==> src/rtl/micro8085_bus_pkg.sv <==
// Shared definitions for the 8085-style external bus cycle unit.
// Holds the T-state encoding, the S1/S0 status codes and the data value
// returned when a cycle is aborted on wait timeout. No ports.
package micro8085_bus_pkg;

  // Bus T-states. TW is the wait state inserted between T2 and T3.
  typedef enum logic [2:0] {
    ST_IDLE = 3'd0,
    ST_T1   = 3'd1,
    ST_T2   = 3'd2,
    ST_TW   = 3'd3,
    ST_T3   = 3'd4,
    ST_T4   = 3'd5,
    ST_HALT = 3'd6
  } t_state_e;

  // S1/S0 status codes.
  localparam logic [1:0] S_HALT  = 2'b00;
  localparam logic [1:0] S_WRITE = 2'b01;
  localparam logic [1:0] S_READ  = 2'b10;
  localparam logic [1:0] S_FETCH = 2'b11;

  // Read data handed back when a cycle times out waiting for READY.
  localparam logic [7:0] ABORT_DATA = 8'hFF;

  // Status code for a transfer type; fetch wins over the write flag.
  function automatic logic [1:0] status_code(input logic write, input logic fetch);
    status_code = fetch ? S_FETCH : (write ? S_WRITE : S_READ);
  endfunction

endpackage

==> src/rtl/bus_cycle_unit_if.sv <==
// Request/response channel between the control unit and the bus cycle unit.
// Request side: req_valid/req_ready handshake, transfer type, address, write data, halt_req.
// Response side: rdata with a one-cycle done pulse and a coincident bus_err on abort.
interface bus_cycle_unit_if;
  logic        req_valid;
  logic        req_ready;
  logic        req_write;
  logic        req_io;
  logic        req_fetch;
  logic [15:0] req_addr;
  logic [7:0]  req_wdata;
  logic        halt_req;
  logic [7:0]  rdata;
  logic        done;
  logic        bus_err;

  // Control unit side.
  modport master (
    output req_valid, req_write, req_io, req_fetch, req_addr, req_wdata, halt_req,
    input  req_ready, rdata, done, bus_err
  );

  // Bus cycle unit side.
  modport slave (
    input  req_valid, req_write, req_io, req_fetch, req_addr, req_wdata, halt_req,
    output req_ready, rdata, done, bus_err
  );
endinterface

==> src/rtl/bus_wait_counter.sv <==
// Counts consecutive TW states of the current bus cycle.
// Ports: clk, rst_n, clr (synchronous clear), inc (count one TW),
// term (high when the increment in progress lands on MAX_WAIT).
module bus_wait_counter #(
  parameter int MAX_WAIT   = 15,
  parameter int WAIT_CNT_W = 4
) (
  input  logic clk,
  input  logic rst_n,
  input  logic clr,
  input  logic inc,
  output logic term
);

  logic [WAIT_CNT_W-1:0] cnt;

  always_ff @(posedge clk or negedge rst_n) begin
    if (!rst_n) begin
      cnt <= '0;
    end else if (clr) begin
      cnt <= '0;
    end else if (inc) begin
      cnt <= cnt + 1'b1;
    end
  end

  // Looks one count ahead so the FSM can leave TW on the same edge the
  // counter reaches MAX_WAIT, giving exactly MAX_WAIT wait states.
  assign term = (cnt == WAIT_CNT_W'(MAX_WAIT - 1));

endmodule

==> src/rtl/bus_cycle_unit.sv <==
// Turns single-level memory/IO requests into 8085 multiplexed bus cycles
// (T1, T2, TW*, T3, T4 on fetch) and returns read data with a done pulse.
// Ports: clk, rst_n, req (request/response interface), bus_ready, ad_in,
// and the registered bus pins ad_out/ad_oe/a_hi/ale/rd_n/wr_n/io_m/s1/s0/halted.
module bus_cycle_unit
  import micro8085_bus_pkg::*;
#(
  parameter int MAX_WAIT   = 15,
  parameter int WAIT_CNT_W = 4
) (
  input  logic                    clk,
  input  logic                    rst_n,
  bus_cycle_unit_if.slave         req,
  input  logic                    bus_ready,
  input  logic [7:0]              ad_in,
  output logic [7:0]              ad_out,
  output logic                    ad_oe,
  output logic [7:0]              a_hi,
  output logic                    ale,
  output logic                    rd_n,
  output logic                    wr_n,
  output logic                    io_m,
  output logic                    s1,
  output logic                    s0,
  output logic                    halted
);

  t_state_e    state_q, state_d;

  // Transfer latched at accept; request inputs are ignored afterwards.
  logic [7:0]  wdata_q;
  logic        write_q, io_q, fetch_q, abort_q;

  logic        accept, bad_req, set_abort, finish;
  logic        cnt_clr, cnt_inc, cnt_term;

  logic        ale_d, rd_n_d, wr_n_d, ad_oe_d, io_m_d, halted_d, rdy_d;
  logic [7:0]  ad_out_d, a_hi_d, rdata_d;
  logic [1:0]  s_d;
  logic        rdy_q, done_q, err_q;
  logic [7:0]  rdata_q;

  bus_wait_counter #(
    .MAX_WAIT   (MAX_WAIT),
    .WAIT_CNT_W (WAIT_CNT_W)
  ) u_wait (
    .clk  (clk),
    .rst_n(rst_n),
    .clr  (cnt_clr),
    .inc  (cnt_inc),
    .term (cnt_term)
  );

  always_ff @(posedge clk or negedge rst_n) begin
    if (!rst_n) begin
      state_q <= ST_IDLE;
    end else begin
      state_q <= state_d;
    end
  end

  // Next-state logic.
  always_comb begin
    state_d   = state_q;
    accept    = 1'b0;
    bad_req   = 1'b0;
    set_abort = 1'b0;
    cnt_clr   = 1'b0;
    cnt_inc   = 1'b0;
    case (state_q)
      ST_IDLE: begin
        if (req.halt_req) begin
          state_d = ST_HALT;
        end else if (req.req_valid) begin
          accept = 1'b1;
          // A write-fetch is meaningless: reject it without touching the bus.
          if (req.req_write && req.req_fetch) bad_req = 1'b1;
          else                                state_d = ST_T1;
        end
      end
      ST_T1: state_d = ST_T2;
      ST_T2: begin
        if (bus_ready) begin
          state_d = ST_T3;
        end else begin
          state_d = ST_TW;
          cnt_clr = 1'b1;
        end
      end
      ST_TW: begin
        if (bus_ready) begin
          state_d = ST_T3;
        end else begin
          cnt_inc = 1'b1;
          if (cnt_term) begin
            state_d   = ST_T3;
            set_abort = 1'b1;
          end
        end
      end
      ST_T3:   state_d = fetch_q ? ST_T4 : ST_IDLE;
      ST_T4:   state_d = ST_IDLE;
      ST_HALT: state_d = ST_HALT;
      default: state_d = ST_IDLE;
    endcase
  end

  // Leaving the last T-state of a cycle; done is registered from this.
  assign finish = ((state_q == ST_T3) && !fetch_q) || (state_q == ST_T4);

  // Output values for the state being entered, registered below.
  always_comb begin
    ale_d    = 1'b0;
    rd_n_d   = 1'b1;
    wr_n_d   = 1'b1;
    ad_oe_d  = 1'b0;
    ad_out_d = ad_out;
    a_hi_d   = a_hi;
    io_m_d   = io_m;
    s_d      = {s1, s0};
    halted_d = 1'b0;
    rdy_d    = 1'b0;
    rdata_d  = rdata_q;
    case (state_d)
      ST_IDLE: rdy_d = 1'b1;
      // T1 is only entered from an accept, so the live request fields are
      // the ones being latched on this same edge.
      ST_T1: begin
        ale_d    = 1'b1;
        a_hi_d   = req.req_addr[15:8];
        ad_out_d = req.req_addr[7:0];
        ad_oe_d  = 1'b1;
        io_m_d   = req.req_io;
        s_d      = status_code(req.req_write, req.req_fetch);
      end
      ST_T2, ST_TW, ST_T3: begin
        if (write_q) begin
          ad_out_d = wdata_q;
          ad_oe_d  = 1'b1;
          wr_n_d   = 1'b0;
        end else begin
          rd_n_d = 1'b0;
        end
      end
      ST_HALT: begin
        halted_d = 1'b1;
        s_d      = S_HALT;
      end
      default: ;
    endcase
    if (state_q == ST_T3) begin
      if (abort_q)       rdata_d = ABORT_DATA;
      else if (!write_q) rdata_d = ad_in;
    end
  end

  always_ff @(posedge clk or negedge rst_n) begin
    if (!rst_n) begin
      wdata_q <= '0;
      write_q <= 1'b0;
      io_q    <= 1'b0;
      fetch_q <= 1'b0;
      abort_q <= 1'b0;
      ale     <= 1'b0;
      rd_n    <= 1'b1;
      wr_n    <= 1'b1;
      ad_oe   <= 1'b0;
      ad_out  <= '0;
      a_hi    <= '0;
      io_m    <= 1'b0;
      s1      <= 1'b0;
      s0      <= 1'b0;
      halted  <= 1'b0;
      rdy_q   <= 1'b1;
      rdata_q <= '0;
      done_q  <= 1'b0;
      err_q   <= 1'b0;
    end else begin
      if (accept) begin
        wdata_q <= req.req_wdata;
        write_q <= req.req_write;
        io_q    <= req.req_io;
        fetch_q <= req.req_fetch;
        abort_q <= 1'b0;
      end else if (set_abort) begin
        abort_q <= 1'b1;
      end
      ale     <= ale_d;
      rd_n    <= rd_n_d;
      wr_n    <= wr_n_d;
      ad_oe   <= ad_oe_d;
      ad_out  <= ad_out_d;
      a_hi    <= a_hi_d;
      io_m    <= io_m_d;
      s1      <= s_d[1];
      s0      <= s_d[0];
      halted  <= halted_d;
      rdy_q   <= rdy_d;
      rdata_q <= rdata_d;
      done_q  <= bad_req | finish;
      err_q   <= bad_req | (finish & abort_q);
    end
  end

  assign req.req_ready = rdy_q;
  assign req.rdata     = rdata_q;
  assign req.done      = done_q;
  assign req.bus_err   = err_q;

endmodule
==> src/flat_wrapper.sv <==
// flat-port wrapper written by rule: the top's interface ports become plain ports
module bus_cycle_unit_flat import micro8085_bus_pkg::*;
#(
  parameter int MAX_WAIT   = 15,
  parameter int WAIT_CNT_W = 4
)
  (clk, rst_n, bus_ready, ad_in, ad_out, ad_oe, a_hi, ale, rd_n, wr_n, io_m, s1, s0, halted, req_req_valid, req_req_write, req_req_io, req_req_fetch, req_req_addr, req_req_wdata, req_halt_req, req_req_ready, req_rdata, req_done, req_bus_err);
  bus_cycle_unit_if req_i ();
  input  logic clk;
  input  logic rst_n;
  input  logic bus_ready;
  input  logic [7:0] ad_in;
  output logic [7:0] ad_out;
  output logic ad_oe;
  output logic [7:0] a_hi;
  output logic ale;
  output logic rd_n;
  output logic wr_n;
  output logic io_m;
  output logic s1;
  output logic s0;
  output logic halted;
  input wire logic [$bits(req_i.req_valid)-1:0] req_req_valid;
  input wire logic [$bits(req_i.req_write)-1:0] req_req_write;
  input wire logic [$bits(req_i.req_io)-1:0] req_req_io;
  input wire logic [$bits(req_i.req_fetch)-1:0] req_req_fetch;
  input wire logic [$bits(req_i.req_addr)-1:0] req_req_addr;
  input wire logic [$bits(req_i.req_wdata)-1:0] req_req_wdata;
  input wire logic [$bits(req_i.halt_req)-1:0] req_halt_req;
  output wire logic [$bits(req_i.req_ready)-1:0] req_req_ready;
  output wire logic [$bits(req_i.rdata)-1:0] req_rdata;
  output wire logic [$bits(req_i.done)-1:0] req_done;
  output wire logic [$bits(req_i.bus_err)-1:0] req_bus_err;
  assign req_i.req_valid = req_req_valid;
  assign req_i.req_write = req_req_write;
  assign req_i.req_io = req_req_io;
  assign req_i.req_fetch = req_req_fetch;
  assign req_i.req_addr = req_req_addr;
  assign req_i.req_wdata = req_req_wdata;
  assign req_i.halt_req = req_halt_req;
  assign req_req_ready = req_i.req_ready;
  assign req_rdata = req_i.rdata;
  assign req_done = req_i.done;
  assign req_bus_err = req_i.bus_err;
  bus_cycle_unit #(.MAX_WAIT(MAX_WAIT), .WAIT_CNT_W(WAIT_CNT_W)) u_core (.clk(clk), .rst_n(rst_n), .req(req_i), .bus_ready(bus_ready), .ad_in(ad_in), .ad_out(ad_out), .ad_oe(ad_oe), .a_hi(a_hi), .ale(ale), .rd_n(rd_n), .wr_n(wr_n), .io_m(io_m), .s1(s1), .s0(s0), .halted(halted));
endmodule
==> config.mk <==
export PLATFORM = sky130hd
export DESIGN_NAME = bus_cycle_unit_flat
export DESIGN_NICKNAME = d
export VERILOG_FILES = /design/src/rtl/micro8085_bus_pkg.sv /design/src/rtl/bus_cycle_unit_if.sv /design/src/rtl/bus_wait_counter.sv /design/src/rtl/bus_cycle_unit.sv /design/src/flat_wrapper.sv
export SDC_FILE = /design/constraint.sdc
export NUM_CORES = 1
export LEC_CHECK = 0
export CAP_MARGIN = 10
export CORE_ASPECT_RATIO = 0.6
export CORE_MARGIN = 3
export CORE_UTILIZATION = 40
export CTS_CLUSTER_DIAMETER = 40
export DETAILED_ROUTE_END_ITERATION = 16
export DONT_BUFFER_PORTS = 1
export HOLD_SLACK_MARGIN = 0.12
export SYNTH_ARGS = -nofsm -noshare
export SYNTH_HDL_FRONTEND = slang
export SYNTH_SLANG_ARGS = --single-unit
==> constraint.sdc <==
create_clock -name clk -period 2.3 [get_ports clk]
set_input_delay 0.23 -clock clk [delete_from_list [all_inputs] [get_ports clk]]
set_output_delay 0.23 -clock clk [all_outputs]
set_load 0.01 [all_outputs]
==> results.cfg, run 1 <==
[synth]
synth_nets = 219
synth_area_per_cell_sq_um = 12.7
synth_xor_area_share_pct = 0
synth_compound_area_share_pct = 14.3
ys_types = 39
netlist_area_sq_mm = 0.00225
synthMuxAreaShare_pct = 10.3
synth_fa_ha_area_share_pct = 1.11
yosysWarnings = 0
synth_top_family_by_area = compound AO/OA/AOI/OAI gates
yosys.area_share.simple_pct = 11.4
syn_inst = 177
synth_seq_cells = 53
yosysSeqAreaShare_pct = 59.1

[job]
drv_cap = 0

[clock_network]
insertion_delay_ns = 0.31
h-tree-depth = 2
ctsLongestPathBuffers = 2
clk_pin_slew_worst_paths_ns = 0.11
cts-root-buf = clkbuf_8
tritoncts = yes
numCtsBuffers = 5
cts.repair_timing.setup_buffer_count = 0
clock-sinks = 53

[routing]
dr.pass1.iters = 4
via_per_inst = 5.44
drt-total-wl_um = 4750
post_drt_wl_per_cell_um = 17.3
drt_iter0_drc = 59
detail-route-antenna-nets = 0
drc = 0
vias = 1490

[worst_setup_path]
cp_slowest_stage_delay_ns = 0.56
critPathCaptureType = flip-flop
crit_path_cell_trace = or3b_1, a21oi_1, o22ai_1, dlygate4sd3_1
endpoint = u_core.s1$_DFFE_PN0P_
crit_arrival_ns = 2.27
r2r_end = u_core.s1$_DFFE_PN0P_
r2r-start = u_core.state_q[2]$_DFF_PN0_
critPathLaunchType = flip-flop
r2r_slack_ns = 0.24
cp.required_ns = 2.51
critical_path_class = reg2reg
path_max_fanout = 12
r2r_cells = 4
cp-startpoint = u_core.state_q[2]$_DFF_PN0_
cp_slowest_cell = dfrtp_1

[placed_design]
io_buffers = 0
place_inst = 236
dpl.hpwl_um = 3320
place_congestion = 0.796

[global_route]
grt_pass1_wl_um = 7780
antenna_found_initial = 0
grt_max_degree = 54
grt_pass1_vias = 1559
groute.usage.overall_pct = 15.5
grt_remaining_overflow = 0

[layout]
seq_area_sq_mm = 0.00133
final_core_util_pct = 51.5
stdcell_count = 274
n_antenna_cell = 0
layout.cells.most_common_list = 50 x dfrtp_1, 29 x dlygate4sd3_1, 17 x mux2_1
multi_input_area_sq_um = 836
nets = 249
drive_gt1_share_pct = 13.0
fillers = 443
final_common_cell = dfrtp_1
area_growth_pct = 20.1

[floorplanning]
die_w_um = 103
dieHeight_um = 64.1
dieArea_sq_mm = 0.00660
pin_count = 75
start_util_pct = 42.9
core_region_area_sq_mm = 0.00526
row_count = 20

[timing]
post-route-period-util_pct = 89.6
fin_crit_ns = 2.06
tightest_slew_ns = 0.516
finalSetupViolCount = 0
hold_viol_final = 0
fmax_ghz = 0.485
fin_tns_setup_ns = 0
finClkSkew_ns = 0.0188
relSlewSlack_pct = 65.6
final_max_slew_viol_count = 0
rsz0062_at_grt = false

[power_and_ir_drop]
sw_frac_of_total_pct = 36.5
vdd_drop_max_uv = 695
seqPwrFrac_pct = 55.1
power.leakage_nw = 1.16
combPwrFrac_pct = 26.1
p_total_mw = 3.41
p_switching_mw = 1.24
p_int_mw = 2.17
powerDensity_mw_per_mm2 = 1260
clkPwrFrac_pct = 18.8

[run_status]
status = complete, no violations

[hold_path]
hold_depth = 3
hold_path_class = in2reg
synthesized netlist by cell type (all sizes together):
cell type / count / area, sq um
dfrtp: 50 / 1250
mux2: 19 / 221
nand2: 17 / 66.3
o21ai: 13 / 65.1
nor2: 12 / 68.8
o21a: 9 / 67.6
buf: 8 / 67.6
o22a: 8 / 70.1
inv: 5 / 18.8
nand3: 5 / 37.5
dfstp: 3 / 78.8
o31ai: 3 / 22.5
a21oi: 2 / 10.0
ha: 2 / 25.0
nand2b: 2 / 12.5
nand4: 2 / 12.5
nor2b: 2 / 12.5
o22ai: 2 / 12.5
or3b: 2 / 17.5
a211o: 1 / 10.0
a21o: 1 / 7.51
a31o: 1 / 8.76
a32oi: 1 / 8.76
mux2i: 1 / 10.0
nor3: 1 / 10.0
nor3b: 1 / 12.5
o211ai: 1 / 21.3
o32a: 1 / 10.0
o32ai: 1 / 8.76
or3: 1 / 6.26
state kept, by name, summed over array words and instances, names as in the netlist, 3 cells and up:
signal and flops:
u_core.state_q 3, u_core.u_wait.cnt 4, u_core.req.rdata 8, u_core.wdata_q 8, u_core.ad_out 8, u_core.a_hi 8
critical path, delay by kind of cell (launching register included):
family                 cells  cell delay [ns]
and+or+nand+nor            1             0.46
AOI/OAI and AO/OA          2             0.39
buffers and inverters      1             0.56
DFF                        1             0.56
routing by layer:
layer | vias to the layer above | GRT usage [%] | wire (um)
li1 | 686 | - | -
met1 | 743 | 18.7 | 1960
met2 | 53 | 25.5 | 2270
met3 | 8 | 6.54 | 464
met4 | 0 | 4.36 | 51
met5 | - | 0 | 0
stage by stage:
step                cell area (sq um)  hold WS, ns  setup slack (ns)
floorplan                        2250      -0.0656             0.960
global placement                 2270      -0.0644             0.677
detailed placement               2270      -0.0644             0.625
CTS                              2710        0.131             0.228
global route                     2710        0.131            0.0985
finish                           2710        0.140             0.239
logic make-up (layout without fill, tap and decap cells):
family                     Yosys count  in the layout
AOI/OAI and AO/OA                   44             44
buffers and inverters               13             44
DFF                                 53             53
muxes                               20             20
adders and majority gates            2              2
and+or+nand+nor                     45             45
worst min path at each step:
stage | from | to | slack (ns)
after global placement | rst_n | u_core.a_hi[1]$_DFFE_PN0P_ | -0.06
after global routing | bus_ready | u_core.u_wait.cnt[2]$_DFFE_PN0P_ | 0.13
after CTS | bus_ready | u_core.u_wait.cnt[2]$_DFFE_PN0P_ | 0.13
after floorplan | rst_n | u_core.a_hi[0]$_DFFE_PN0P_ | -0.07
after detailed placement | rst_n | u_core.a_hi[1]$_DFFE_PN0P_ | -0.06
final | bus_ready | u_core.u_wait.cnt[2]$_DFFE_PN0P_ | 0.14
power groups by stage:
stage / Sequential (mW) / Clock [mW] / Combinational (mW)
finish: 1.88 / 0.640 / 0.891
global route: 1.95 / 0.699 / 1.01
detailed placement: 1.90 / 0 / 0.827
CTS: 1.89 / 0.653 / 0.903
floorplan: 1.72 / 0 / 0.822
global placement: 1.89 / 0 / 0.781
final cells by class:
class | instances | area share [%]
clock inverter | 3 | 1.62
timing repair buffer | 31 | 12.0
clock buffer | 5 | 2.54
multi-input combinational | 111 | 30.9
inverter | 5 | 0.694
tap | 66 | 3.05
sequential | 53 | 49.2
repair_timing:
action | CTS | global route
setup endpoints to repair | 0 | 0
endpoints found under the hold margin | 82 | 0
resized for setup | 0 | 0
hold buffers | 30 | 0
Power figures use the tool's default switching activity.
==> run 2: changes to the inputs <==
--- a/config.mk
+++ b/config.mk
@@ -7,11 +7,11 @@
 export LEC_CHECK = 0
 export CAP_MARGIN = 10
 export CORE_ASPECT_RATIO = 0.6
-export CORE_MARGIN = 3
 export CORE_UTILIZATION = 40
 export CTS_CLUSTER_DIAMETER = 40
 export DETAILED_ROUTE_END_ITERATION = 16
 export DONT_BUFFER_PORTS = 1
+export GPL_TIMING_DRIVEN = 0
 export HOLD_SLACK_MARGIN = 0.12
 export SYNTH_ARGS = -nofsm -noshare
 export SYNTH_HDL_FRONTEND = slang
==> run 2 against run 1 <==
Compared with the run above: clock skew down 0.0085 ns; utilization up 0.84 points; final cell count increased by 2.2%; clock-buffer cell count grew 2; die area decreased by 9.9%; largest cell class unchanged; sequential power fell by 4%; sequential cell count is the same.
==> results.cfg, run 2 (synthesis results as in run 1) <==
[run_status]
status = complete, no violations

[global_route]
groute.usage.overall_pct = 17.7
grt_pass1_vias = 1599
grt_remaining_overflow = 0
grt_max_degree = 54
antenna_found_initial = 0
grt_pass1_wl_um = 7800

[timing]
worst_slack_ns = 0.814
fin_crit_ns = 1.49
relSlewSlack_pct = 75.4
hold_viol_final = 0
tightest_slew_ns = 0.367
post-route-period-util_pct = 64.6
finalSetupViolCount = 0
fmax_ghz = 0.673
finClkSkew_ns = 0.0103
final_max_slew_viol_count = 0
rsz0062_at_grt = false
fin_tns_setup_ns = 0

[clock_network]
tritoncts = yes
h-tree-depth = 2
insertion_delay_ns = 0.30
numCtsBuffers = 5
ctsLongestPathBuffers = 2
cts.repair_timing.setup_buffer_count = 0
clock-sinks = 53
clk_pin_slew_worst_paths_ns = 0.09
cts-root-buf = clkbuf_8

[routing]
drt_iter0_drc = 85
via_per_inst = 5.34
drt-total-wl_um = 4840
detail-route-antenna-nets = 0
post_drt_wl_per_cell_um = 17.3
vias = 1494
dr.pass1.iters = 4
drc = 0

[floorplanning]
dieArea_sq_mm = 0.00594
die_w_um = 98.9
dieHeight_um = 60.1
start_util_pct = 43.1
row_count = 20
pin_count = 75
core_region_area_sq_mm = 0.00523

[power_and_ir_drop]
clkPwrFrac_pct = 15.8
powerDensity_mw_per_mm2 = 1240
p_int_mw = 2.13
p_switching_mw = 1.25
sw_frac_of_total_pct = 36.9
seqPwrFrac_pct = 53.1
vdd_drop_max_uv = 466
power.leakage_nw = 1.18
combPwrFrac_pct = 31.1

[worst_setup_path]
crit_buf_inv = 2
r2r_cells = 5
cp.required_ns = 2.49
crit_arrival_ns = 1.67
cp_top_family = flip-flops
path_depth = 5
cp_slowest_stage_delay_ns = 0.41
critical_path_class = reg2reg
crit_path_cell_trace = buf_6, nor2_8, nand4_1, buf_4, mux2_1
r2r-start = u_core.state_q[2]$_DFF_PN0_
r2r_end = u_core.a_hi[2]$_DFFE_PN0P_
path_max_fanout = 10
r2r_slack_ns = 0.81
critPathCaptureType = flip-flop
cp_slowest_cell = dfrtp_1
critPathLaunchType = flip-flop

[job]
drv_cap = 0

[layout]
multi_input_area_sq_um = 836
seq_area_sq_mm = 0.00133
fillers = 428
drive_gt1_share_pct = 15.4
final_core_util_pct = 52.3
final_common_cell = dfrtp_1
nets = 255
area_growth_pct = 21.5
n_antenna_cell = 0
layout.cells.most_common_list = 50 x dfrtp_1, 28 x dlygate4sd3_1, 17 x mux2_1

[placed_design]
place_congestion = 0.762
io_buffers = 0
pre_cts_ws_ns = 0.830
dpl.hpwl_um = 3180

[hold_path]
min_from = req_req_fetch
hold_end = u_core.s1$_DFFE_PN0P_
hold_depth = 2
hold_path_class = in2reg
-- run 2: metal layers --
layer | vias up | part of all wire (%) | global-route usage (%)
met3 | 8 | 7.8 | 5.50
met1 | 730 | 44 | 21.7
met5 | - | 0 | 0
met2 | 61 | 46 | 30.3
li1 | 695 | - | -
met4 | 0 | 1.4 | 5.76
-- run 2: how the worst max path moves through the flow --
| stage | start | end | slack, ns |
|---|---|---|---|
| after floorplan | u_core.state_q[2]$_DFF_PN0_ | u_core.a_hi[1]$_DFFE_PN0P_ | 0.96 |
| after global placement | u_core.u_wait.cnt[0]$_DFFE_PN0P_ | u_core.req.req_ready$_DFF_PN1_ | 0.86 |
| after detailed placement | u_core.state_q[2]$_DFF_PN0_ | u_core.a_hi[1]$_DFFE_PN0P_ | 0.83 |
| after CTS | u_core.u_wait.cnt[0]$_DFFE_PN0P_ | u_core.req.req_ready$_DFF_PN1_ | 0.81 |
| after global routing | u_core.u_wait.cnt[0]$_DFFE_PN0P_ | u_core.req.req_ready$_DFF_PN1_ | 0.69 |
| final | u_core.state_q[2]$_DFF_PN0_ | u_core.a_hi[2]$_DFFE_PN0P_ | 0.81 |
-- run 2: metrics by stage --
stage | total power, mW | std cells | cell area, sq um | hold WS [ns]
6_report | 3.38 | 280 | 2740 | 0.136
5_1_grt | 3.60 | 280 | 2740 | 0.137
4_1_cts | 3.40 | 280 | 2740 | 0.130
3_5_place_dp | 2.80 | 243 | 2330 | -0.0638
3_3_place_gp | 2.74 | 243 | 2330 | -0.0638
2_1_floorplan | 2.55 | 177 | 2250 | -0.0656
-- run 2: power by group through the flow --
stage	Sequential [mW]	Clock, mW	Combinational (mW)
2_1_floorplan	1.72	0	0.822
3_3_place_gp	1.80	0	0.934
3_5_place_dp	1.81	0	0.987
4_1_cts	1.80	0.552	1.06
5_1_grt	1.85	0.590	1.17
6_report	1.80	0.534	1.05
-- run 2: worst reg2reg max path: cells and delay by family (launching register included) --
family,cells,cell delay (ns)
buf+inv,2,0.38
flops,1,0.41
mux,1,0.34
simple gates,2,0.25
-- run 2: cell type report --
| type | instances | share of cell area (%) |
|---|---|---|
| clock inverter | 1 | 0.274 |
| multi-input combinational | 111 | 30.5 |
| buffer | 8 | 2.47 |
| clock buffer | 7 | 3.16 |
| inverter | 5 | 0.686 |
| tap | 66 | 3.02 |
| sequential | 53 | 48.6 |
| timing repair buffer | 29 | 11.2 |
-- run 2: timing repair --
action                    in CTS  in global routing
resized for setup              0                  0
hold buffers                  29                  0
hold endpoints to repair      82                  0
==> run 3: changes to the inputs <==
==> constraint.sdc (replaced) <==
create_clock -name clk -period 1.2 [get_ports clk]
set_input_delay 0.12 -clock clk [delete_from_list [all_inputs] [get_ports clk]]
set_output_delay 0.12 -clock clk [all_outputs]
set_load 0.01 [all_outputs]
==> run 3 against run 2 <==
Compared with the run above: the run now ends with hold timing, setup timing left; hold slack worse by 0.65 ns; sequential cell count unchanged; utilization up 11 points; sequential power up 97%; final cell count up 13%.
==> results.cfg, run 3 (synthesis results as in run 1) <==
[clock_network]
insertion_delay_ns = 0.31
ctsHoldBuffers = 36
h-tree-depth = 2
ctsLongestPathBuffers = 2
cts-root-buf = clkbuf_8
numCtsBuffers = 5
clk_pin_slew_worst_paths_ns = 0.10
tritoncts = yes
clock-sinks = 53

[run_status]
status = complete, but fails checks
violations = hold timing, setup timing

[worst_setup_path]
crit_path_cell_trace = buf_6, buf_6, or3b_4, a21o_1, nand2_1, o31ai_1
critPathCaptureType = flip-flop
path_max_fanout = 4
cp.required_ns = 1.40
crit_buf_inv = 2
path_common_cell = buf_6
path_depth = 6
critPathLaunchType = flip-flop
cp_slowest_stage_delay_ns = 0.41
r2r_cells = 6
crit_arrival_ns = 1.74
cp_slowest_cell = dfrtp_1
critical_path_class = reg2reg
cp_top_family = simple AND/OR/NAND/NOR gates

[routing]
dr.pass1.iters = 6
detail-route-antenna-nets = 0
via_per_inst = 5.71
post_drt_wl_per_cell_um = 20.9
drt-total-wl_um = 6580
drc = 0
drt_iter0_drc = 163
vias = 1799

[floorplanning]
start_util_pct = 43.1
dieHeight_um = 60.1
pin_count = 75
row_count = 20
die_w_um = 98.9
core_region_area_sq_mm = 0.00523
dieArea_sq_mm = 0.00594

[timing]
rsz0062_at_grt = true
hold_viol_final = 53
final_max_slew_viol_count = 0
finalSetupViolCount = 51
fin_crit_ns = 1.54
post-route-period-util_pct = 128
relSlewSlack_pct = 69.3
finClkSkew_ns = 0.0140
fmax_ghz = 0.650
tightest_slew_ns = 0.456
holdWs_ns = -0.513
worst_slack_ns = -0.338

[layout]
drive_gt1_share_pct = 41.8
final_area_sq_mm = 0.00333
nets = 290
layout.cells.most_common_list = 49 x dfrtp_1, 36 x dlygate4sd3_1, 19 x mux2_4
final_common_cell = dfrtp_1
fillers = 357
area_growth_pct = 47.8
n_antenna_cell = 0
seq_area_sq_mm = 0.00133
final_core_util_pct = 63.7
multi_input_area_sq_mm = 0.00105
stdcell_count = 315

[global_route]
groute.usage.overall_pct = 20.0
grt_remaining_overflow = 0
grt_pass1_wl_um = 8960
antenna_found_initial = 0
grt_pass1_vias = 1796
grt_max_degree = 54

[power_and_ir_drop]
power.leakage_nw = 1.50
vdd_drop_max_uv = 910
powerDensity_mw_per_mm2 = 2460

[hold_path]
hold_path_class = in2async

[placed_design]
place_inst = 243
io_buffers = 0
pre_cts_ws_ns = -0.251
dpl.hpwl_um = 3410
place_area_sq_mm = 0.00237
place_congestion = 0.787

[job]
drv_cap = 0
run 3: changes by cell type in the layout (fill, tap and decap cells not counted), sizes merged:
| cell | previous run | this run |
|---|---|---|
| clkinvlp | 1 | 0 |
| clkbuf | 7 | 6 |
| clkinv | 0 | 1 |
| buf | 9 | 36 |
| inv | 5 | 6 |
| dlygate4sd3 | 28 | 36 |
run 3: per-stage QoR:
step                setup TNS, ns  power [mW]
finish                     -10.44        8.20
global route               -13.09        8.56
CTS                         -8.39        7.52
detailed placement          -7.76        5.48
global placement            -6.29        5.33
floorplan                   -3.43        4.99
run 3: power by group:
part / internal (mW) / leakage [nW] / switching (mW)
Combinational: 2.06 / 0.808 / 1.57
Clock: 0.418 / 0.0456 / 0.607
Sequential: 2.62 / 0.647 / 0.920
Total: 5.10 / 1.50 / 3.10
run 3: worst paths after layout:
| path | slack (ns) | from | end |
|---|---|---|---|
| worst max-delay path | -0.34 | u_core.state_q[2]$_DFF_PN0_ | u_core.u_wait.cnt[3]$_DFFE_PN0P_ |
| max in group asynchronous | 1.51 | rst_n | u_core.wr_n$_DFF_PN1_ |
| worst min-delay path | -0.51 | rst_n | u_core.wdata_q[3]$_DFFE_PN0P_ |
| min in group clk | 0.11 | req_halt_req | u_core.state_q[1]$_DFF_PN0_ |
| worst max register to register | -0.34 | u_core.state_q[2]$_DFF_PN0_ | u_core.u_wait.cnt[3]$_DFFE_PN0P_ |
| worst min register to register | 0.53 | u_core.wdata_q[5]$_DFFE_PN0P_ | u_core.wdata_q[5]$_DFFE_PN0P_ |
run 3: repair_timing:
item | in CTS | in global routing
gates cloned | 3 | 0
gates resized for setup | 39 | 36
setup buffers | 21 | 4
endpoints found under the hold margin | 99 | 54
endpoints found under the setup margin | 47 | 51
pin swaps | 9 | 8
run 3: final cells by class:
class                   instances  share of cell area (%)
inverters                       5                   0.564
clock buffers                   6                    2.18
clock inverters                 2                   0.413
plain buffers                   8                    3.19
multi-input cells             111                    31.6
repair buffers                 64                    19.6
well taps                      66                    2.48
flip-flops and latches         53                    40.0
run 3: metal layers:
metal / track usage (%) / up-vias / routed length, um / part of all wire, %
met5: 0 / - / 0 / 0
met4: 4.48 / 0 / 140 / 2.1
met1: 25.3 / 925 / 2670 / 41
met3: 7.02 / 16 / 488 / 7.4
met2: 33.5 / 86 / 3280 / 50
li1: - / 772 / - / -
run 3: worst reg2reg max path: cells and delay by family, from the launching register on:
kind / cells / cell delay, ns
flops: 1 / 0.41
simple gates: 2 / 0.49
buf+inv: 2 / 0.28
compound gates: 2 / 0.27
